$ cat src/rtl/uart_rx_ctrl.sv
// Oversampling UART receive controller: frame FSM, edge/bit counters and checker strobes.
// Defining UART_RX_FRAME_ERR_EN adds a one-cycle frame_err pulse on aborted frames.
module uart_rx_ctrl (
    input  logic       clk,
    input  logic       rst,
    input  logic       rx_in,
    input  logic [5:0] prescale,
    input  logic       par_en,
    input  logic       strt_glitch,
    input  logic       par_err,
    input  logic       stp_err,
    output logic [5:0] edge_cnt,
    output logic [3:0] bit_cnt,
    output logic       dat_samp_en,
    output logic       strt_chk_en,
    output logic       deser_en,
    output logic       par_chk_en,
    output logic       stp_chk_en,
    output logic       data_valid
`ifdef UART_RX_FRAME_ERR_EN
    ,
    output logic       frame_err
`endif
);

    typedef enum logic [2:0] {
        IDLE   = 3'd0,
        START  = 3'd1,
        DATA   = 3'd2,
        PARITY = 3'd3,
        STOP   = 3'd4
    } state_t;

    state_t     state_r;
    state_t     state_nxt_s;
    logic [5:0] p_r;
    logic [5:0] p_nxt_s;
    logic [5:0] edge_nxt_s;
    logic [3:0] bit_nxt_s;
    logic [5:0] strb_pt_s;
    logic       bit_end_s;
    logic       valid_nxt_s;
    logic       strt_nxt_s;
    logic       deser_nxt_s;
    logic       par_nxt_s;
    logic       stp_nxt_s;

    // Unsupported oversampling factors fall back to 8 so the counters always wrap sanely.
    function automatic logic [5:0] legal_p(input logic [5:0] value);
        if ((value < 6'd8) || value[0]) begin
            return 6'd8;
        end else begin
            return value;
        end
    endfunction

    assign bit_end_s = (state_r != IDLE) && (edge_cnt == (p_r - 6'd1));

    // Next-state, counter and data_valid decode.
    always_comb begin
        state_nxt_s = state_r;
        p_nxt_s     = p_r;
        valid_nxt_s = 1'b0;
        if (state_r == IDLE) begin
            edge_nxt_s = 6'd0;
            bit_nxt_s  = 4'd0;
        end else if (bit_end_s) begin
            edge_nxt_s = 6'd0;
            bit_nxt_s  = bit_cnt + 4'd1;
        end else begin
            edge_nxt_s = edge_cnt + 6'd1;
            bit_nxt_s  = bit_cnt;
        end
        case (state_r)
            IDLE: begin
                if (!rx_in) begin
                    state_nxt_s = START;
                    p_nxt_s     = legal_p(prescale);
                end else begin
                    state_nxt_s = IDLE;
                end
            end
            START: begin
                if (bit_end_s) begin
                    state_nxt_s = strt_glitch ? IDLE : DATA;
                end else begin
                    state_nxt_s = START;
                end
            end
            DATA: begin
                if (bit_end_s && (bit_cnt == 4'd8)) begin
                    state_nxt_s = par_en ? PARITY : STOP;
                end else begin
                    state_nxt_s = DATA;
                end
            end
            PARITY: begin
                if (bit_end_s) begin
                    state_nxt_s = par_err ? IDLE : STOP;
                end else begin
                    state_nxt_s = PARITY;
                end
            end
            STOP: begin
                if (bit_end_s) begin
                    state_nxt_s = IDLE;
                    valid_nxt_s = !stp_err;
                end else begin
                    state_nxt_s = STOP;
                end
            end
            default: begin
                state_nxt_s = IDLE;
            end
        endcase
        if (state_nxt_s == IDLE) begin
            edge_nxt_s = 6'd0;
            bit_nxt_s  = 4'd0;
        end else begin
            edge_nxt_s = edge_nxt_s;
            bit_nxt_s  = bit_nxt_s;
        end
    end

    // Strobes are registered, so they are decoded from the next counter value.
    assign strb_pt_s   = p_nxt_s - 6'd2;
    assign strt_nxt_s  = (state_nxt_s == START)  && (edge_nxt_s == strb_pt_s);
    assign deser_nxt_s = (state_nxt_s == DATA)   && (edge_nxt_s == strb_pt_s);
    assign par_nxt_s   = (state_nxt_s == PARITY) && (edge_nxt_s == strb_pt_s);
    assign stp_nxt_s   = (state_nxt_s == STOP)   && (edge_nxt_s == strb_pt_s);

    // State, counters and all outputs.
    always_ff @(posedge clk or negedge rst) begin
        if (!rst) begin
            state_r     <= IDLE;
            p_r         <= 6'd0;
            edge_cnt    <= 6'd0;
            bit_cnt     <= 4'd0;
            dat_samp_en <= 1'b0;
            strt_chk_en <= 1'b0;
            deser_en    <= 1'b0;
            par_chk_en  <= 1'b0;
            stp_chk_en  <= 1'b0;
            data_valid  <= 1'b0;
        end else begin
            state_r     <= state_nxt_s;
            p_r         <= p_nxt_s;
            edge_cnt    <= edge_nxt_s;
            bit_cnt     <= bit_nxt_s;
            dat_samp_en <= (state_nxt_s != IDLE);
            strt_chk_en <= strt_nxt_s;
            deser_en    <= deser_nxt_s;
            par_chk_en  <= par_nxt_s;
            stp_chk_en  <= stp_nxt_s;
            data_valid  <= valid_nxt_s;
        end
    end

`ifdef UART_RX_FRAME_ERR_EN
    logic ferr_nxt_s;

    assign ferr_nxt_s = bit_end_s && (((state_r == START)  && strt_glitch) ||
                                      ((state_r == PARITY) && par_err)     ||
                                      ((state_r == STOP)   && stp_err));

    // Frame error pulse, aligned with where data_valid would have appeared.
    always_ff @(posedge clk or negedge rst) begin
        if (!rst) begin
            frame_err <= 1'b0;
        end else begin
            frame_err <= ferr_nxt_s;
        end
    end
`endif

endmodule

$ cat config.mk
export PLATFORM = sky130hd
export DESIGN_NAME = uart_rx_ctrl
export DESIGN_NICKNAME = d
export VERILOG_FILES = /design/src/rtl/uart_rx_ctrl.sv
export SDC_FILE = /design/constraint.sdc
export NUM_CORES = 1
export LEC_CHECK = 0
export ABC_AREA = 1
export ABC_CLOCK_PERIOD_IN_PS = 4100
export CORE_ASPECT_RATIO = 0.6
export CORE_MARGIN = 1
export CORE_UTILIZATION = 56
export DETAILED_ROUTE_END_ITERATION = 7
export HOLD_SLACK_MARGIN = 0.05
export PLACE_DENSITY = 0.84
export REMOVE_ABC_BUFFERS = 1
export SLEW_MARGIN = 0
export SYNTH_ARGS = -nofsm -noshare
export SYNTH_HDL_FRONTEND = slang
export SYNTH_SLANG_ARGS = --single-unit
$ cat constraint.sdc
create_clock -name clk -period 4.1 [get_ports clk]
set_input_delay 0.82 -clock clk [delete_from_list [all_inputs] [get_ports clk]]
set_output_delay 0.82 -clock clk [all_outputs]
set_load 0.02 [all_outputs]
==> metrics, run 1 <==
initial antenna violation count=0; FF-to-FF setup slack=1330 ps; grt ovf=0; Avg Cell Area, Syn=roughly 7.6 um^2; FMAX=between 300 and 400 MHz; Comb pwr share=60.8%; grt peak-use layer=met1; Detail Placement HPWL=2.76 mm; CP max stage delay=around 440 ps; hold buffers post-CTS=0; hold path cells=2; Worst Setup Start Kind=primary input; critical path class=in2reg; via count=approximately 1500; footprint of the multi-input gates=around 850 um^2; WP buf/inv=4; Sum Neg Setup Slack=0 ps; register area share after synthesis=between 30% and 40%; CTS buffer count=3; # port buffers=28; P&R area growth vs syn=22.0%; Worst R2R Path Depth=17; met1 Usage GRT=about two fifths; initial core utilization=~63%; first-pass GRT wire length=6.02 mm; Bufs on Longest Clock Path=2; crit path time final=3080 ps; slew of the pin with the lowest slew margin=about 1100 ps; post-cts gate resize count=0; Sequential cell area=approximately 630 um^2; period utilisation layout=between 70% and 80%; mapped cell area=0.00165 mm^2; Post-Synthesis Cells=between 200 and 250; library cells used by synthesis=29; hold path startpoint=bit_cnt[3]; CP cell instances=clkdlybuf4s50_1 > nor2_4 > inv_2 > nor2_1 > nand2_1 > o21ai_1 > inv_2 > ha_1 > nand3_1 > xor2_1 > inv_1 > nand2_1 > nand2_1 > nor2_2 > nand3_2 > nor2_1; Final Hold Fails=0; Net Sw Frac=between 40% and 50%; clk_skew=around 1.9 ps; nets=roughly 270; PwrDens=~650 mW/mm^2; DRC Markers=0; met2 usage=a little under two fifths; n_diodes=0; worst r2r dst=stp_chk_en; Slowest-stage cell, CP=clkdlybuf4s50_1; Seq cells post-synth=25; Hold Path Class=reg2reg; die height=44.1 um; pin count of the biggest net entering global routing=26; clock power share=10.8%; share of layout cells above drive strength 1=12.9%; final setup vio count=0; I/O Pins=29; starting DRC count in detailed routing=104; core area=0.00265 mm^2; Clock Tree Root=clkbuf_8; kind of end point of the critical path=flop; Psw=between 0.0006 and 0.0007 W; Setup WS post-layout=approximately 1000 ps; crit path launch=rx_in; YS warnings=0; family with the most delay on the worst path=simple AND/OR/NAND/NOR gates; Max Slew Vio Count=0; die width=between 70 and 80 um; Crit path top cell by count=nand2_1; status=completed; end of the worst hold path=bit_cnt[3]; Skew-Pair Late Insertion Delay=between 200 and 300 ps; post-CTS setup buffers=0; CTS sink cnt=25; Max-Cap Viols=0; VDD IR-drop max=just over 0.4 mV; Clk pin slew, worst setup/hold paths=roughly 80 ps; drt total wl=around 3.5 mm; GR Layer Usage met3=about 5.9%; vias in the first global route=approximately 1300; drt pass-1 iters=4; Worst EP arrival=around 3300 ps; Total GRT Usage=25.3%; RePlAce Congestion=approximately 0.9; wire length per cell=approximately 12 um; CTS HTree Levels=1; reg2reg start=state_r[1]; relative slew slack=a little over a quarter; via-per-instance ratio=between 5 and 6; Lkg Pwr=1.02 nW; fillers=about 220; # rows=14; required time of the critical path=between 4000 and 5000 ps; TritonCTS clock tree=done; area of the die=approximately 0.0032 mm^2; ANT nets after route=0; pre-CTS WS=831 ps; P_int=slightly below 0.0007 W; RSZ-0062 raised after global routing=false; critical-path maximum fanout=6; Reg power frac=about 28%
-- cell usage after synthesis --
cell type  number  area [um^2]
nand2_2         3         18.8
nand2_1        51          191
nor3_1          7         35.0
nor3b_1         1         7.51
ha_1            5         62.6
o21ai_2         1         8.76
o21ai_1         1         5.00
nand3b_1        2         15.0
a22oi_1         1         7.51
nor2_4          2         22.5
a21oi_4         1         16.3
nand3_2         5         50.1
inv_2           9         33.8
inv_4           1         6.26
nand4_1         3         18.8
buf_6           1         11.3
nand2_4         1         11.3
xnor2_1         5         43.8
o21ai_0         3         15.0
inv_1          33          124
xor2_1          8         70.1
o32ai_1         2         17.5
and2_1          1         6.26
o22ai_2         1         12.5
nand3_1        18         90.1
nor2_8          1         20.0
nor2_2          4         25.0
nor2_1         22         82.6
dfrtp_1        25          626
-- layout by cell type (no fill, tap or decap), drive strengths merged --
cell type	instances
a21oi	1
a22oi	1
and2	1
clkbuf	4
clkdlybuf4s50	28
dfrtp	25
ha	5
inv	43
nand2	55
nand3	23
nand3b	2
nand4	3
nor2	29
nor3	7
nor3b	1
o21ai	5
o22ai	1
o32ai	2
xnor2	5
xor2	8
-- final cells by class --
type | instances | area share [%]
Multi-Input combinational cell | 149 | 42.3
Clock buffer | 4 | 2.23
Inverter | 43 | 8.12
Sequential cell | 25 | 31.0
Timing Repair Buffer | 28 | 13.9
Tap cell | 40 | 2.48
-- power by group through the flow --
| stage | Sequential (W) | Combinational (W) | Clock, W |
|---|---|---|---|
| 2_1_floorplan | 0.000400 | 0.000574 | 0 |
| 3_3_place_gp | 0.000378 | 0.000774 | 0 |
| 3_5_place_dp | 0.000379 | 0.000788 | 0 |
| 4_1_cts | 0.000374 | 0.000800 | 0.000146 |
| 5_1_grt | 0.000383 | 0.000901 | 0.000157 |
| 6_report | 0.000375 | 0.000803 | 0.000143 |
-- metrics by stage --
step / total power (W) / util [%] / cell area (um^2) / hold slack, ps / std cells
4_1_cts: 0.00132 / 76.3 / 2020 / 601 / 289
2_1_floorplan: 0.000974 / - / 1640 / 524 / 217
3_5_place_dp: 0.00117 / 74.6 / 1970 / 589 / 285
5_1_grt: 0.00144 / 76.3 / 2020 / 635 / 289
3_3_place_gp: 0.00115 / 74.6 / 1970 / 594 / 285
6_report: 0.00132 / 76.3 / 2020 / 605 / 289
-- worst register-to-register path, cell delays in order (launching register included) --
cell	delay [ps]
dfrtp_1	420
inv_2	80
nand3_2	170
nor2_4	270
inv_2	100
nor2_1	240
nand2_1	110
o21ai_1	160
inv_2	70
ha_1	210
nand3_1	100
xor2_1	230
inv_1	60
nand2_1	60
nand2_1	60
nor2_2	120
nand3_2	120
nor2_1	110
-- sequential cells by signal, indices dropped and copies added, names as in the netlist --
| register | flops |
|---|---|
| edge_cnt | 6 |
| p_r | 6 |
| bit_cnt | 4 |
| state_r | 3 |
| dat_samp_en | 1 |
| data_valid | 1 |
| deser_en | 1 |
| par_chk_en | 1 |
| stp_chk_en | 1 |
| strt_chk_en | 1 |
-- worst max path at each step --
stage	end	slack, ps	cells after the start
after floorplan	deser_en	1660	15
final	stp_chk_en	1020	16
after CTS	deser_en	1090	16
after detailed placement	deser_en	830	16
after global routing	strt_chk_en	890	16
after global placement	par_chk_en	1040	16
-- kinds of logic after synthesis --
logic type               Yosys count  synth area share, %
flip-flops                        25                 37.8
adder cells (fa/ha/maj)            5                 3.78
AND/OR/NAND/NOR                  121                 35.9
AO/OA/AOI/OAI                     10                 4.99
XOR/XNOR                          13                 6.88
buffers and inverters             44                 10.6
-- per-layer routing --
layer	share of wire, %	vias up	routed length [um]
li1	-	746	-
met1	52	658	1820
met2	40	49	1410
met3	7.2	4	251
met4	0.54	0	19
met5	0	-	0
Note: power is estimated with default switching activity, not from simulation.
==> run 2: changes to the inputs <==
- ABC_CLOCK_PERIOD_IN_PS: 4100 -> 3100
- CORE_UTILIZATION: 56 -> 52
- PLACE_DENSITY: 0.84 -> 0.79
- clock period: 4.1 -> 3.1 ns (I/O delays scaled with it)
==> metrics, run 2 (synthesized netlist as in run 1, its figures left out) <==
grt peak-use layer=met1; crit path time final=~2600 ps; initial antenna violation count=0 (unchanged); GR Layer Usage met3=6.19% (+0.27 points); Detail Placement HPWL=2.71 mm (-1.6%); nets=270 (+0.75%); Finished Cell Area=0.00204 mm^2 (+0.93%); Max-Cap Viols=0 (unchanged); Total GRT Usage=23.4% (-2.0 points); Final Hold Fails=0 (unchanged); fillers=252 (+16%); PwrDens=853 mW/mm^2 (+30%); post-CTS setup buffers=0 (unchanged); wire length per cell=11.5 um (-5.0%); most frequent cells in the layout=nand2_1, inv_1, clkdlybuf4s50_1; met1 Usage GRT=36.4% (-2.1 points); Skew-Pair Late Insertion Delay=270 ps (about the same); required time of the critical path=3300 ps (-1000 ps); utilization after layout=69.1% (-7.2 points); starting DRC count in detailed routing=80 (-23%); slew of the pin with the lowest slew margin=388 ps (-700 ps); share of layout cells above drive strength 1=13.9% (+1.1 points); vias in the first global route=1250 (-5.4%); via-per-instance ratio=4.80 (-4.8%); CP max stage delay=400 ps (-40 ps); via count=1407 (-3.4%); status=completed; # port buffers=28 (unchanged); P&R area growth vs syn=23.1%; n_diodes=0 (unchanged); CTS buffer count=3 (unchanged); die width=74.8 um (+3.7%); Max Slew Vio Count=0 (unchanged); critical path class=reg2reg; RePlAce Congestion=0.856 (-2.9%); die height=45.7 um (+3.6%); largest registers=edge_cnt: 6 flops, p_r: 6 flops, bit_cnt: 4 flops; initial core utilization=56.1% (-6.4 points); Cell Area, Placed=0.00199 mm^2 (+0.89%); Worst EP arrival=2840 ps (-440 ps); hold buffers post-CTS=0 (unchanged); DRC Markers=0 (unchanged); Lkg Pwr=1.03 nW (+1.3%); CTS HTree Levels=1 (unchanged); Clk pin slew, worst setup/hold paths=90 ps (about the same); Sum Neg Setup Slack=0 ps (unchanged); family with the most delay on the worst path=simple AND/OR/NAND/NOR gates; pin count of the biggest net entering global routing=26 (unchanged); Slowest-stage cell, CP=dfrtp_1; Hold Path Class=reg2reg; CP cell instances=inv_2 > ha_1 > inv_1 > nand2_1 > nand2_1 > nand2_1 > nand2_1 > nand3_2 > nor2_8 > inv_4 > nor2_1 > nand2_1 > nand2_1 > nor2_2 > nand2_4 > nand2_1 > nand2_1 > nand2_1 > nor2_2 > nand3_2 > nor2_1; RSZ-0062 raised after global routing=false; drt total wl=3.37 mm (-3.7%); most common cell after layout, fill and taps aside=nand2_1; kind of end point of the critical path=flop; met2 usage=33.3% (-4.0 points); area of the die=0.00342 mm^2 (+7.4%); clk_skew=8.31 ps (+6.43 ps); Bufs on Longest Clock Path=2 (unchanged); final setup vio count=0 (unchanged); critical-path maximum fanout=17 (+11); post-cts gate resize count=0 (unchanged); relative slew slack=74.0% (+47 points); grt ovf=0 (unchanged); VDD IR-drop max=0.427 mV (+3.0%); drt pass-1 iters=4 (unchanged); I/O Pins=29 (unchanged); Worst Setup Start Kind=flop; Clock Tree Root=clkbuf_8; TritonCTS clock tree=done; first-pass GRT wire length=5.76 mm (-4.2%); ANT nets after route=0 (unchanged); # rows=15 (+1); Crit path top cell by count=nand2_1; CTS sink cnt=25 (unchanged); FMAX=roughly 380 MHz; WP buf/inv=3 (-1); core area=0.00295 mm^2 (+11%); period utilisation layout=between 80% and 90%
## run 2: changes by cell type in the layout (fill, tap and decap cells not counted), sizes merged
cell	previous run	this run
buf	0	2
clkbuf	4	3
clkinv	0	1
## run 2: worst min-delay path: cells and delay by family (launching register included)
family,cells,cell delay (ps)
AOI/OAI and AO/OA,1,80
buffers and inverters,1,80
DFF,1,410
## run 2: per-stage QoR
stage | setup WS [ps] | total power, W | cells | hold WS, ps
after global placement | 336 | 0.00153 | 289 | 589
after CTS | 444 | 0.00174 | 293 | 605
after global routing | 106 | 0.00191 | 293 | 641
after floorplan | 795 | 0.00129 | 217 | 324
after detailed placement | 234 | 0.00155 | 289 | 592
final | 452 | 0.00174 | 293 | 604
## run 2: layout make-up
class | instances | area, um^2 | area share, %
clock buffer | 3 | 41.3 | 2.03
clock inverter | 1 | 5.00 | 0.246
inverter | 43 | 164 | 8.05
multi-input combinational | 149 | 853 | 41.9
sequential | 25 | 626 | 30.7
tap | 42 | 52.6 | 2.58
timing repair buffer | 30 | 295 | 14.5
## run 2: power breakdown
part           internal [W]  switching, W  total, W
clock             0.0000898     0.0000986  0.000188
sequential         0.000406     0.0000908  0.000497
combinational      0.000403      0.000649   0.00105
total              0.000899      0.000838   0.00174
## run 2: layer usage
metal | share of wire (%) | vias to the layer above
met4 | 0.24 | 0
li1 | - | 745
met1 | 55 | 627
met2 | 39 | 33
met5 | 0 | -
met3 | 5.9 | 2
## run 2: worst paths after layout
path / start / end / slack (ps) / depth (start not counted)
hold reg to reg: bit_cnt[3] / bit_cnt[3] / 600 / 2
min in group asynchronous: rst / bit_cnt[1] / 710 / 2
setup / recovery: p_r[0] / par_chk_en / 450 / 21
setup reg to reg: p_r[0] / par_chk_en / 450 / 21
max in group asynchronous: rst / edge_cnt[5] / 2140 / 2
hold / removal: bit_cnt[3] / bit_cnt[3] / 600 / 2
==> run 3: changes to the inputs <==
- ABC_CLOCK_PERIOD_IN_PS: 3100 -> 2300
- CELL_PAD_IN_SITES_DETAIL_PLACEMENT: default -> 1
- CELL_PAD_IN_SITES_GLOBAL_PLACEMENT: default -> 1
- CORE_UTILIZATION: 52 -> 34
- PLACE_DENSITY: 0.79 -> default
- PLACE_DENSITY_LB_ADDON: default -> 0.1
- clock period: 3.1 -> 2.3 ns (I/O delays scaled with it)
==> metrics, run 3 (synthesized netlist as in run 1, its figures left out) <==
Crit path top cell by count=nand2_1; die height=56.0 um (+23%); critical path class=reg2reg; Final Hold Fails=0 (unchanged); PwrDens=1160 mW/mm^2 (+36%); pin count of the biggest net entering global routing=26 (unchanged); Slowest-stage cell, CP=dfrtp_1; RSZ-0062 raised after global routing=true; CP max stage delay=400 ps (about the same); Worst Setup Start Kind=flop; CTS HTree Levels=1 (unchanged); via-per-instance ratio=4.63 (-3.6%); Max-Cap Viols=0 (unchanged); Max Slew Vio Count=0 (unchanged); Setup WS post-layout=-199 ps (-651 ps); CP cell instances=inv_2 > ha_4 > inv_1 > nand2_1 > nand3_1 > nand2_1 > nand3_2 > nor2_8 > inv_4 > a21oi_4 > nand2_2 > nor2_4 > nand2_4 > nand3b_1 > nand2_1 > nor2_2 > nand3_2 > nor2_1; CTS buffer count=3 (unchanged); relative slew slack=69.4% (-4.6 points); die width=92.0 um (+23%); # port buffers=28 (unchanged); vias in the first global route=1690 (+35%); fillers=599 (+140%); Worst EP arrival=2710 ps (-130 ps); initial antenna violation count=0 (unchanged); area of the die=0.00516 mm^2 (+51%); Hold Path Class=in2async; status=finished, violations left; failing checks=setup timing; wire length per cell=13.6 um (+18%); clk_skew=12.5 ps (+4.16 ps); reg2reg start=p_r[0]; largest registers=edge_cnt: 6 flops, p_r: 6 flops, bit_cnt: 4 flops; Lkg Pwr=1.26 nW (+22%); DRC Markers=0 (unchanged); n_diodes=0 (unchanged); total design power=0.00290 W (+67%); most common cell after layout, fill and taps aside=nand2_1; starting DRC count in detailed routing=69 (-14%); Clk pin slew, worst setup/hold paths=100 ps (about the same); I/O Pins=29 (unchanged); grt ovf=0 (unchanged); ANT nets after route=0 (unchanged); share of layout cells above drive strength 1=32.0% (+18 points); crit path time final=2500 ps (-149 ps); Worst R2R Path Depth=18 (-14%); required time of the critical path=2510 ps (-790 ps); RePlAce Congestion=0.797 (-6.9%); most frequent cells in the layout=nand2_1, buf_4, inv_1; TritonCTS clock tree=done; Bufs on Longest Clock Path=2 (unchanged); Post-Place Cells=352 (+22%); critical-path maximum fanout=6 (-11); P&R area growth vs syn=50.8%; CTS sink cnt=25 (unchanged); initial core utilization=35.9% (-20 points); slew of the pin with the lowest slew margin=456 ps (+68.1 ps); Clock Tree Root=clkbuf_8; # rows=19 (+4); FMAX=400 MHz (+6.0%); Detail Placement HPWL=3.81 mm (+41%); core area=0.00461 mm^2 (+57%); VDD IR-drop max=0.450 mV (+5.5%); nets=316 (+17%); first-pass GRT wire length=8.31 mm (+44%); drt total wl=4.89 mm (+45%); FF-to-FF setup slack=-200 ps (-650 ps); pre-CTS WS=-375 ps (-610 ps); final setup vio count=8 (+8); Skew-Pair Late Insertion Delay=280 ps (about the same); Total GRT Usage=21.5% (-1.9 points); period utilisation layout=109% (+23 points); worst r2r dst=par_chk_en; kind of end point of the critical path=flop; final cell count without fillers=360 (+23%); via count=1666 (+18%); drt pass-1 iters=4 (unchanged)
run 3: cell count changes in the layout (fill, tap and decap cells not counted), sizes merged:
cell	delta
clkbuf	+1
buf	+45
clkinv	-1
nand2	+1
run 3: worst max path at each step:
| stage | start | end | slack, ps | cells past startpoint |
|---|---|---|---|---|
| global placement | rx_in | deser_en | -280 | 16 |
| detailed placement | rx_in | strt_chk_en | -380 | 16 |
| floorplan | p_r[0] | deser_en | -5 | 18 |
| global route | p_r[0] | par_chk_en | -400 | 18 |
| CTS | p_r[0] | par_chk_en | -190 | 16 |
| finish | p_r[0] | par_chk_en | -200 | 18 |
run 3: area by class of cell:
type                       count  area (um^2)  share of cell area, %
timing repair buffer          75          641                   25.7
clock buffer                   4         45.0                   1.81
multi-input combinational    150          941                   37.7
inverter                      43          164                   6.57
sequential                    25          626                   25.1
tap                           63         78.8                   3.16
run 3: where the power goes:
| part | internal, W | switching (W) |
|---|---|---|
| combinational | 0.000877 | 0.00110 |
| clock | 0.000125 | 0.000153 |
| sequential | 0.000548 | 0.000103 |
| total | 0.00155 | 0.00135 |
run 3: worst max-delay path: cells and delay by family (launching register included):
kind | cells | cell delay (ps)
AOI/OAI and AO/OA | 1 | 140
and+or+nand+nor | 13 | 1510
buffers and inverters | 3 | 210
adders and majority gates | 1 | 160
DFF | 1 | 400
run 3: repair_timing:
| item | CTS | global route |
|---|---|---|
| resized for setup | 19 | 4 |
| cloned | 1 | 0 |
| setup buffers | 3 | 0 |
| hold buffers | 0 | 0 |
| pin swaps | 2 | 0 |
| setup endpoints to repair | 8 | 15 |
run 3: per-layer routing:
layer	up-vias	part of all wire, %	wire length, um	track usage [%]
met5	-	0	0	0
met4	0	0.98	48	5.36
met3	6	2.7	130	3.83
met2	19	42	2030	32.2
met1	803	55	2670	31.9
li1	838	-	-	-
run 3: per-stage QoR:
stage	util (%)	TNS, ps	instance area, um^2	hold slack (ps)
CTS	53.8	-998	2480	558
finish	54.1	-1130	2490	542
detailed placement	50.6	-1990	2330	590
global route	54.1	-3090	2490	584
global placement	50.6	-1450	2330	583
floorplan	-	-18.5	1640	164
